<file path="config.mk">
export PLATFORM = sky130hd
export DESIGN_NAME = io_ctrl
export DESIGN_NICKNAME = d
export VERILOG_FILES = /design/src/rtl/io_ctrl.sv
export SDC_FILE = /design/constraint.sdc
export NUM_CORES = 1
export LEC_CHECK = 0
export ABC_AREA = 1
export CAP_MARGIN = 20
export CORE_MARGIN = 3
export CORE_UTILIZATION = 46
export DETAILED_ROUTE_END_ITERATION = 10
export GPL_ROUTABILITY_DRIVEN = 0
export MAX_ROUTING_LAYER = met4
export PLACE_DENSITY_LB_ADDON = 0.25
export SLEW_MARGIN = 30
export SYNTH_ARGS = -nofsm -noshare
export SYNTH_HDL_FRONTEND = slang
export SYNTH_SLANG_ARGS = --single-unit
</file>
<file path="constraint.sdc">
create_clock -name clk -period 2 [get_ports clk]
set_input_delay 0.2 -clock clk [delete_from_list [all_inputs] [get_ports clk]]
set_output_delay 0.2 -clock clk [all_outputs]
set_load 0.02 [all_outputs]
</file>
<file path="src/rtl/io_ctrl.sv">
// rtl/io_ctrl.sv - memory-mapped LED/switch/timer I/O peripheral with level interrupt
module io_ctrl #(
   parameter logic [31:0] BASE_ADDR  = 32'h0000_1000,
   parameter int          LED_W      = 16,
   parameter int          SW_W       = 2,
   parameter int          DEB_CYCLES = 1000,
   parameter int          TIMER_W    = 32
) (
   input  logic             clk,
   input  logic             rst,
   input  logic [31:0]      addr,
   input  logic             ce,
   input  logic             iow,
   input  logic [31:0]      wdata,
   output logic [31:0]      rdata,
   output logic [LED_W-1:0] led,
   input  logic [SW_W-1:0]  sw,
   output logic             irq
);
   localparam int CW = (DEB_CYCLES > 1) ? $clog2(DEB_CYCLES) : 1;
   localparam logic [CW-1:0]      DEB_LAST = CW'(DEB_CYCLES - 1);
   localparam logic [CW-1:0]      CNT_ONE  = CW'(1);
   localparam logic [TIMER_W-1:0] TMR_ONE  = TIMER_W'(1);

   logic [SW_W-1:0]    sync1, sync2, stable, stable_nxt;
   logic [SW_W-1:0]    edge_flags, edge_clr, irq_en_sw;
   logic [CW-1:0]      deb_cnt     [SW_W];
   logic [CW-1:0]      deb_cnt_nxt [SW_W];
   logic               irq_en_t;
   logic [TIMER_W-1:0] tload, tcnt;
   logic               t_en, t_auto, tflag, expire;
   logic               hit, wr, rd;
   logic [2:0]         idx;
   logic               wr_led, wr_tgl, wr_edge, wr_ien, wr_tload, wr_ctrl;
   logic               unused_bits;

   assign hit      = ce && (addr[31:5] == BASE_ADDR[31:5]);
   assign wr       = hit && iow;
   assign rd       = hit && !iow;
   assign idx      = addr[4:2];
   assign wr_led   = wr && (idx == 3'd0);
   assign wr_tgl   = wr && (idx == 3'd1);
   assign wr_edge  = wr && (idx == 3'd3);
   assign wr_ien   = wr && (idx == 3'd4);
   assign wr_tload = wr && (idx == 3'd5);
   assign wr_ctrl  = wr && (idx == 3'd7);
   assign edge_clr = wr_edge ? wdata[SW_W-1:0] : '0;
   assign expire   = t_en && (tcnt == '0);
   assign unused_bits = ^{addr[1:0], wdata};

   // A bit only flips after DEB_CYCLES consecutive cycles of disagreement
   always_comb begin
      stable_nxt = stable;
      for (int i = 0; i < SW_W; i++) begin
         deb_cnt_nxt[i] = '0;
         if (sync2[i] != stable[i]) begin
            if (deb_cnt[i] == DEB_LAST) stable_nxt[i] = sync2[i];
            else                        deb_cnt_nxt[i] = deb_cnt[i] + CNT_ONE;
         end
      end
   end

   always_ff @(posedge clk or negedge rst) begin
      if (!rst) begin
         sync1      <= '0;
         sync2      <= '0;
         stable     <= '0;
         edge_flags <= '0;
         irq_en_sw  <= '0;
         irq_en_t   <= 1'b0;
         tload      <= '0;
         tcnt       <= '0;
         t_en       <= 1'b0;
         t_auto     <= 1'b0;
         tflag      <= 1'b0;
         irq        <= 1'b0;
         led        <= '0;
         for (int i = 0; i < SW_W; i++) deb_cnt[i] <= '0;
      end else begin
         sync1  <= sw;
         sync2  <= sync1;
         stable <= stable_nxt;
         for (int i = 0; i < SW_W; i++) deb_cnt[i] <= deb_cnt_nxt[i];

         // A rise landing with a W1C on the same bit keeps the flag
         edge_flags <= (edge_flags & ~edge_clr) | (stable_nxt & ~stable);

         if (wr_led)      led <= wdata[LED_W-1:0];
         else if (wr_tgl) led <= led ^ wdata[LED_W-1:0];

         if (wr_ien) begin
            irq_en_sw <= wdata[SW_W-1:0];
            irq_en_t  <= wdata[31];
         end

         if (wr_tload) begin
            tload <= wdata[TIMER_W-1:0];
            tcnt  <= wdata[TIMER_W-1:0];
         end else if (t_en) begin
            if (tcnt != '0)  tcnt <= tcnt - TMR_ONE;
            else if (t_auto) tcnt <= tload;
         end

         if (wr_ctrl) begin
            t_en   <= wdata[0];
            t_auto <= wdata[1];
         end else if (expire && !t_auto) begin
            t_en <= 1'b0;
         end

         if (expire)                  tflag <= 1'b1;
         else if (wr_ctrl && wdata[2]) tflag <= 1'b0;

         irq <= (|(edge_flags & irq_en_sw)) | (tflag & irq_en_t);
      end
   end

   always_comb begin
      rdata = '0;
      if (rd) begin
         case (idx)
            3'd0:    rdata = 32'(led);
            3'd2:    rdata = 32'(stable);
            3'd3:    rdata = 32'(edge_flags);
            3'd4:    rdata = 32'(irq_en_sw) | {irq_en_t, 31'b0};
            3'd5:    rdata = 32'(tload);
            3'd6:    rdata = 32'(tcnt);
            3'd7:    rdata = {29'b0, tflag, t_auto, t_en};
            default: rdata = '0;
         endcase
      end
   end
endmodule

</file>
==> results.py, run 1 <==
metrics = {
    "detailed_routing": {
        "wl_met2_um": 9710,
        "firstDrtPassIters": 5,
        "ant_nets": 0,
        "drt-wirelength-per-cell_um": 15.0,
        "finalWirelength_um": 21700,
        "vias_per_cell": 5.24,
        "vias": 7563,
        "wl_met1_um": 10000,
        "top_layer_used": "met4",
        "drtIter0Drc": 579,
        "drc": 0,
        "dr_wl_met3_um": 1410,
    },
    "synthesis": {
        "syn-num-nets": 1135,
        "syn_inst": 1061,
        "synth_top_cell_by_area": "dfrtp_1",
        "ys.flop_type": "dfrtp_1",
        "synthTopCellsByArea": "dfrtp_1 (40%), nand2_1 (22%), nor2_1 (6.6%)",
        "ys_types": 39,
        "seq_area_frac_synth_pct": 40.3,
        "yosysMostFrequentCell": "nand2_1",
        "synth_seq_cells": 115,
        "synth.avg_cell_area_um2": 6.74,
        "netlist_area_um2": 7150,
        "yosysWarnings": 0,
        "synth-edff-count": 0,
        "netlist_top_cells_count": "nand2_1 (416), nor2_1 (126), dfrtp_1 (115)",
        "async_flop_share_pct": 100,
        "yosys.area.top_type_share_pct": 40.3,
    },
    "global_routing": {
        "grt_max_degree": 48,
        "antenna_found_initial": 0,
        "track_usage_pct": 26.7,
        "grt_first_pass_wirelength_um": 35000,
        "grt_pass1_vias": 7355,
        "grt-ovfl-total": 0,
    },
    "die": {
        "die_h_um": 131,
        "io_pins": 119,
        "die_area_um2": 17100,
        "start_util_pct": 48.1,
        "core_um2": 14900,
        "placement_rows": 44,
        "die_w_um": 131,
    },
    "cts": {
        "cts_tree": "built",
        "clk_path_buf_depth": 2,
        "root_buffer": "clkbuf_16",
        "clock-sinks": 115,
        "clock_latency_ns": 0.42,
        "cts_inserted_buffers": 17,
        "htree_levels": 4,
        "path_clk_slew_ns": 0.05,
    },
    "cells_and_area": {
        "area_delta_synth_final_pct": 37.5,
        "final_util_pct": 66.1,
        "diodes": 0,
        "final-seq-area_um2": 2880,
        "num-nets-final": 1320,
        "multi_input_area_um2": 3880,
        "num-fill-cells": 1273,
        "layout-drive-gt1-share_pct": 16.2,
    },
    "setup_path": {
        "cp.required_ns": 1.80,
        "cp-end-kind": "output pin",
        "reg2reg_slack_ns": 0.09,
        "reg2reg_from": "tcnt[25]$_DFFE_PN0P_",
        "worstRegToRegCells": 12,
        "critical_path_class": "input port to output pin",
        "r2r-end": "tcnt[12]$_DFFE_PN0P_",
        "arrival_ns": 1.77,
        "crit_fanout": 5,
        "critPathLaunchType": "input port",
    },
    "power": {
        "total_power_mw": 5.71,
        "p_leak_nw": 4.84,
        "powerDensity_nw_per_um2": 581,
        "ir_worst_vdd_uv": 491,
    },
    "sta": {
        "period_share_pct": 98.3,
        "report.final.slew_viol_count": 0,
        "min_period_ns": 1.97,
        "hold_violations": 0,
        "slew_headroom_pct": 72.2,
        "worstMarginPinSlew_ns": 0.414,
        "whs_ns": 0.218,
        "finClkSkew_ns": 0.00722,
        "setup_violations": 0,
        "fin_setup_tns_ns": 0,
        "max_freq_ghz": 0.509,
    },
    "worst_hold_path": {
        "worstHoldStart": "sw[1]",
        "holdPathStages": 1,
        "hp-class": "input port to register",
        "min_to": "sync1[1]$_DFF_PN0_",
    },
    "run": {
        "cap_violations": 0,
    },
    "placed_design": {
        "io_buffers": 116,
        "dp_hpwl_um": 15500,
    },
    "run_status": {
        "status": "finished clean",
    },
}
==> metrics by stage <==
step / std cells / setup WS (ns) / cell area [µm²]
global placement: 1401 / -0.461 / 9050
global route: 1443 / -0.0154 / 9830
CTS: 1443 / 0.00166 / 9720
floorplan: 1061 / 0.172 / 7150
detailed placement: 1401 / -0.486 / 9050
finish: 1443 / 0.0344 / 9830
==> placed cells by master (no fill, tap or decap), types with 3 or more instances in the layout <==
master and count:
xor2_1 28, clkdlybuf4s50_1 54, a21oi_1 28, dfrtp_1 115
nor2_1 122, inv_2 9, o21ai_0 39, xnor2_1 8
inv_1 88, o21ai_1 4, buf_2 17, clkdlybuf4s15_2 9
a31oi_4 6, nor3_1 12, buf_12 11, buf_4 70
clkinvlp_4 6, dlygate4sd2_1 25, nand2_2 11, clkbuf_8 3
dlymetal6s2s_1 3, ha_1 3, nand2_1 412, nand2_4 3
clkbuf_16 17, nor2_2 10, nand3_1 75, nand4_1 15
nor2_4 6, buf_6 4, a31oi_1 7
==> sequential cells by signal, summed over array words and instances, names as in the netlist, 2 cells and up <==
signal and count:
tcnt 32, deb_cnt 20, led 16, edge_flags 2, tload 32, irq_en_sw 2, sync1 2, stable 2
sync2 2
==> worst max path at each step <==
stage	to	depth (start not counted)	start
3_3_place_gp	rdata[12]	10	addr[28]
3_5_place_dp	rdata[12]	10	addr[24]
6_report	rdata[6]	10	ce
5_1_grt	rdata[6]	10	ce
2_1_floorplan	tcnt[17]$_DFFE_PN0P_	13	tcnt[0]$_DFFE_PN0P_
4_1_cts	tcnt[14]$_DFFE_PN0P_	11	tcnt[25]$_DFFE_PN0P_
==> per-layer routing <==
metal  vias to the layer above  GRT usage (%)
met5                         -              -
met4                         0           7.62
met3                        37           4.88
met2                       280           41.4
met1                      3521           36.1
li1                       3725              -
==> layout make-up <==
cell class	instances	share of cell area, %
clock buffers	21	4.79
inverters	102	4.01
repair buffers	197	18.8
well taps	184	2.34
flip-flops and latches	115	29.3
multi-input cells	813	39.5
clock inverters	11	1.30
==> power by group <==
| group | leakage, nW | switching (mW) | internal [mW] | total (mW) |
|---|---|---|---|---|
| clock network | 0.274 | 1.10 | 1.93 | 3.03 |
| logic | 3.08 | 0.170 | 0.156 | 0.326 |
| registers | 1.48 | 0.00930 | 2.34 | 2.35 |
==> timing repair <==
action | CTS | global route
endpoints found under the setup margin | 32 | 54
pin swaps | 19 | 7
hold buffers | 1 | 0
hold endpoints to repair | 22 | 0
gates cloned | 2 | 0
gates resized for setup | 171 | 42
buffers inserted | 7 | 0
==> critical path, cell delays in order <==
cell,delay [ns]
clkdlybuf4s50_1,0.50
nand3_2,0.09
inv_1,0.07
nand2_2,0.06
nor2_4,0.12
nand2_4,0.09
buf_12,0.15
buf_16,0.15
a31oi_1,0.15
buf_2,0.19
==> logic make-up after synthesis <==
family | count (synthesis) | synth area share (%)
adders and majority gates | 4 | 0.700
buffers and inverters | 133 | 7.44
xor gates and xnor gates | 36 | 4.41
and+or+nand+nor | 676 | 39.5
AOI/OAI and AO/OA | 97 | 7.65
DFF | 115 | 40.3
Power figures use the tool's default switching activity.
==> run 2: changes to the inputs <==
==> constraint.sdc (replaced) <==
create_clock -name clk -period 2 [get_ports clk]
set_input_delay 0.2 -clock clk [delete_from_list [all_inputs] [get_ports clk]]
set_output_delay 0.2 -clock clk [all_outputs]
set_load 0.01 [all_outputs]
==> run 2 against run 1 <==
  * Non-clock buffer count is 1 higher
  * Fmax is 2.4% higher
  * Register-to-register slack improved by 0.05 ns
  * Worst hold slack better by 0.0057 ns
  * Combinational power grew 6%
  * Wire length grew 0.93%
  * Design area grew 1.1%
  * Critical endpoint is now rdata[3]
  * Total power is 3.5% higher
  * Largest cell class unchanged
  * Count of clock-buffer cells in the layout increased by 1
==> results.py, run 2 (synthesized netlist as in run 1, its figures left out) <==
metrics = {
    "run_status": {
        "status": "finished clean",
    },
    "power": {
        "p_leak_nw": 5.07,
        "combPwrFrac_pct": 5.8,
        "powerDensity_nw_per_um2": 595,
        "swShare_pct": 21.3,
        "seq_power_share_pct": 39.8,
        "switchingPower_mw": 1.26,
        "p_clk_share_pct": 54.4,
        "ir_worst_vdd_uv": 517,
        "internal-power_mw": 4.65,
    },
    "global_routing": {
        "track_usage_pct": 25.9,
        "grt_first_pass_wirelength_um": 34300,
        "grt_max_degree": 116,
        "antenna_found_initial": 0,
        "grt-ovfl-total": 0,
        "grt_pass1_vias": 7163,
    },
    "cts": {
        "cts_inserted_buffers": 17,
        "clock-sinks": 115,
        "htree_levels": 4,
        "root_buffer": "clkbuf_16",
        "cts_tree": "built",
        "clk_path_buf_depth": 2,
        "clock_latency_ns": 0.42,
        "path_clk_slew_ns": 0.05,
    },
    "detailed_routing": {
        "ant_nets": 0,
        "drt-wirelength-per-cell_um": 15.2,
        "drtIter0Drc": 628,
        "finalWirelength_um": 21900,
        "vias_per_cell": 5.27,
        "firstDrtPassIters": 8,
        "vias": 7603,
        "drc": 0,
    },
    "die": {
        "start_util_pct": 48.1,
        "die_area_um2": 17100,
        "io_pins": 119,
        "core_um2": 14900,
        "placement_rows": 44,
        "die_w_um": 131,
        "die_h_um": 131,
    },
    "setup_path": {
        "cp-end-kind": "output pin",
        "cp_cell_sequence": "clkdlybuf4s50_1 > nand3_1 > inv_1 > nand2_2 > nor2_4 > nand2_8 > clkbuf_16 > a31oi_2 > buf_2",
        "crit_fanout": 6,
        "cp.required_ns": 1.80,
        "critPathSlowestCell": "clkdlybuf4s50_1",
        "critical_path_class": "input port to output pin",
        "cpPeakStageDelay_ns": 0.48,
        "critPathLaunchType": "input port",
        "arrival_ns": 1.72,
    },
    "placed_design": {
        "io_buffers": 116,
        "dp_hpwl_um": 15400,
        "dp_worst_setup_slack_ns": -0.519,
        "place_inst": 1405,
    },
    "cells_and_area": {
        "final_cell_mix": "nand2_1 (412), nor2_1 (119), dfrtp_1 (115)",
        "area_delta_synth_final_pct": 39.1,
        "num-nets-final": 1321,
        "layout_commonest_cell": "nand2_1",
        "fin_cells": 1443,
        "reg_top3": "tcnt: 32 flops, tload: 32 flops, deb_cnt: 20 flops",
        "final_util_pct": 66.9,
        "diodes": 0,
        "layout-drive-gt1-share_pct": 16.9,
    },
    "sta": {
        "hold_violations": 0,
        "min_period_ns": 1.92,
        "finClkSkew_ns": 0.00689,
        "max_freq_ghz": 0.521,
        "period_share_pct": 96.0,
        "report.final.slew_viol_count": 0,
        "slew_headroom_pct": 55.6,
        "worstMarginPinSlew_ns": 0.667,
        "setup_ws_ns": 0.0798,
        "setup_violations": 0,
    },
    "run": {
        "cap_violations": 0,
    },
    "worst_hold_path": {
        "hp-class": "input port to register",
    },
}
==> run 2: through the flow <==
| step | setup TNS (ns) | cell area, µm² | hold WS [ns] | power (mW) |
|---|---|---|---|---|
| 3_5_place_dp | -38.45 | 9090 | 0.335 | 2.73 |
| 3_3_place_gp | -34.80 | 9090 | 0.334 | 2.73 |
| 6_report | 0 | 9940 | 0.224 | 5.91 |
| 4_1_cts | 0 | 9710 | 0.213 | 5.94 |
| 2_1_floorplan | 0 | 7150 | -0.0956 | 2.47 |
| 5_1_grt | -0.0221 | 9940 | 0.227 | 6.08 |
==> run 2: final cells by class <==
type / instances / area (µm²)
Timing Repair Buffer: 198 / 1900
Clock inverter: 9 / 154
Fill cell: 1266 / 4920
Multi-Input combinational cell: 813 / 3930
Clock buffer: 22 / 464
Inverter: 102 / 390
Sequential cell: 115 / 2880
Tap cell: 184 / 230
==> run 2: timing repair <==
item / in CTS / in global routing
resized for setup: 115 / 86
setup buffers: 0 / 2
hold buffers: 1 / 0
cloned: 0 / 4
pin swaps: 0 / 22
endpoints found under the setup margin: 54 / 65
hold endpoints to repair: 115 / 0
==> run 2: layer usage <==
layer  global-route usage (%)  wire (µm)  vias up
met5                        -          0        -
met4                     6.72        371        0
li1                         -          -     3703
met1                     35.2       9820     3538
met3                     5.41       1740       38
met2                     39.7       9940      324
==> run 2: worst max-delay path, delay by kind of cell <==
family / cells / cell delay (ns)
compound gates: 1 / 0.17
buf+inv: 4 / 0.91
simple gates: 4 / 0.44
==> run 2: power groups by stage <==
stage          Combinational, mW  Sequential, mW  Clock, mW
2_1_floorplan             0.0786            2.39          0
3_3_place_gp               0.334            2.39          0
3_5_place_dp               0.337            2.39          0
4_1_cts                    0.345            2.35       3.24
5_1_grt                    0.380            2.35       3.34
6_report                   0.344            2.35       3.22
==> run 2: worst paths after layout <==
check	from	endpoint	slack, ns	cells past startpoint
worst min-delay path	sw[1]	sync1[1]$_DFF_PN0_	0.22	1
max in group asynchronous	rst	tcnt[13]$_DFFE_PN0P_	1.09	3
worst min register to register	sync1[1]$_DFF_PN0_	sync2[1]$_DFF_PN0_	0.35	0
worst max register to register	tcnt[3]$_DFFE_PN0P_	tcnt[26]$_DFFE_PN0P_	0.14	12
worst max-delay path	ce	rdata[3]	0.08	9
min in group asynchronous	rst	tcnt[19]$_DFFE_PN0P_	0.37	3
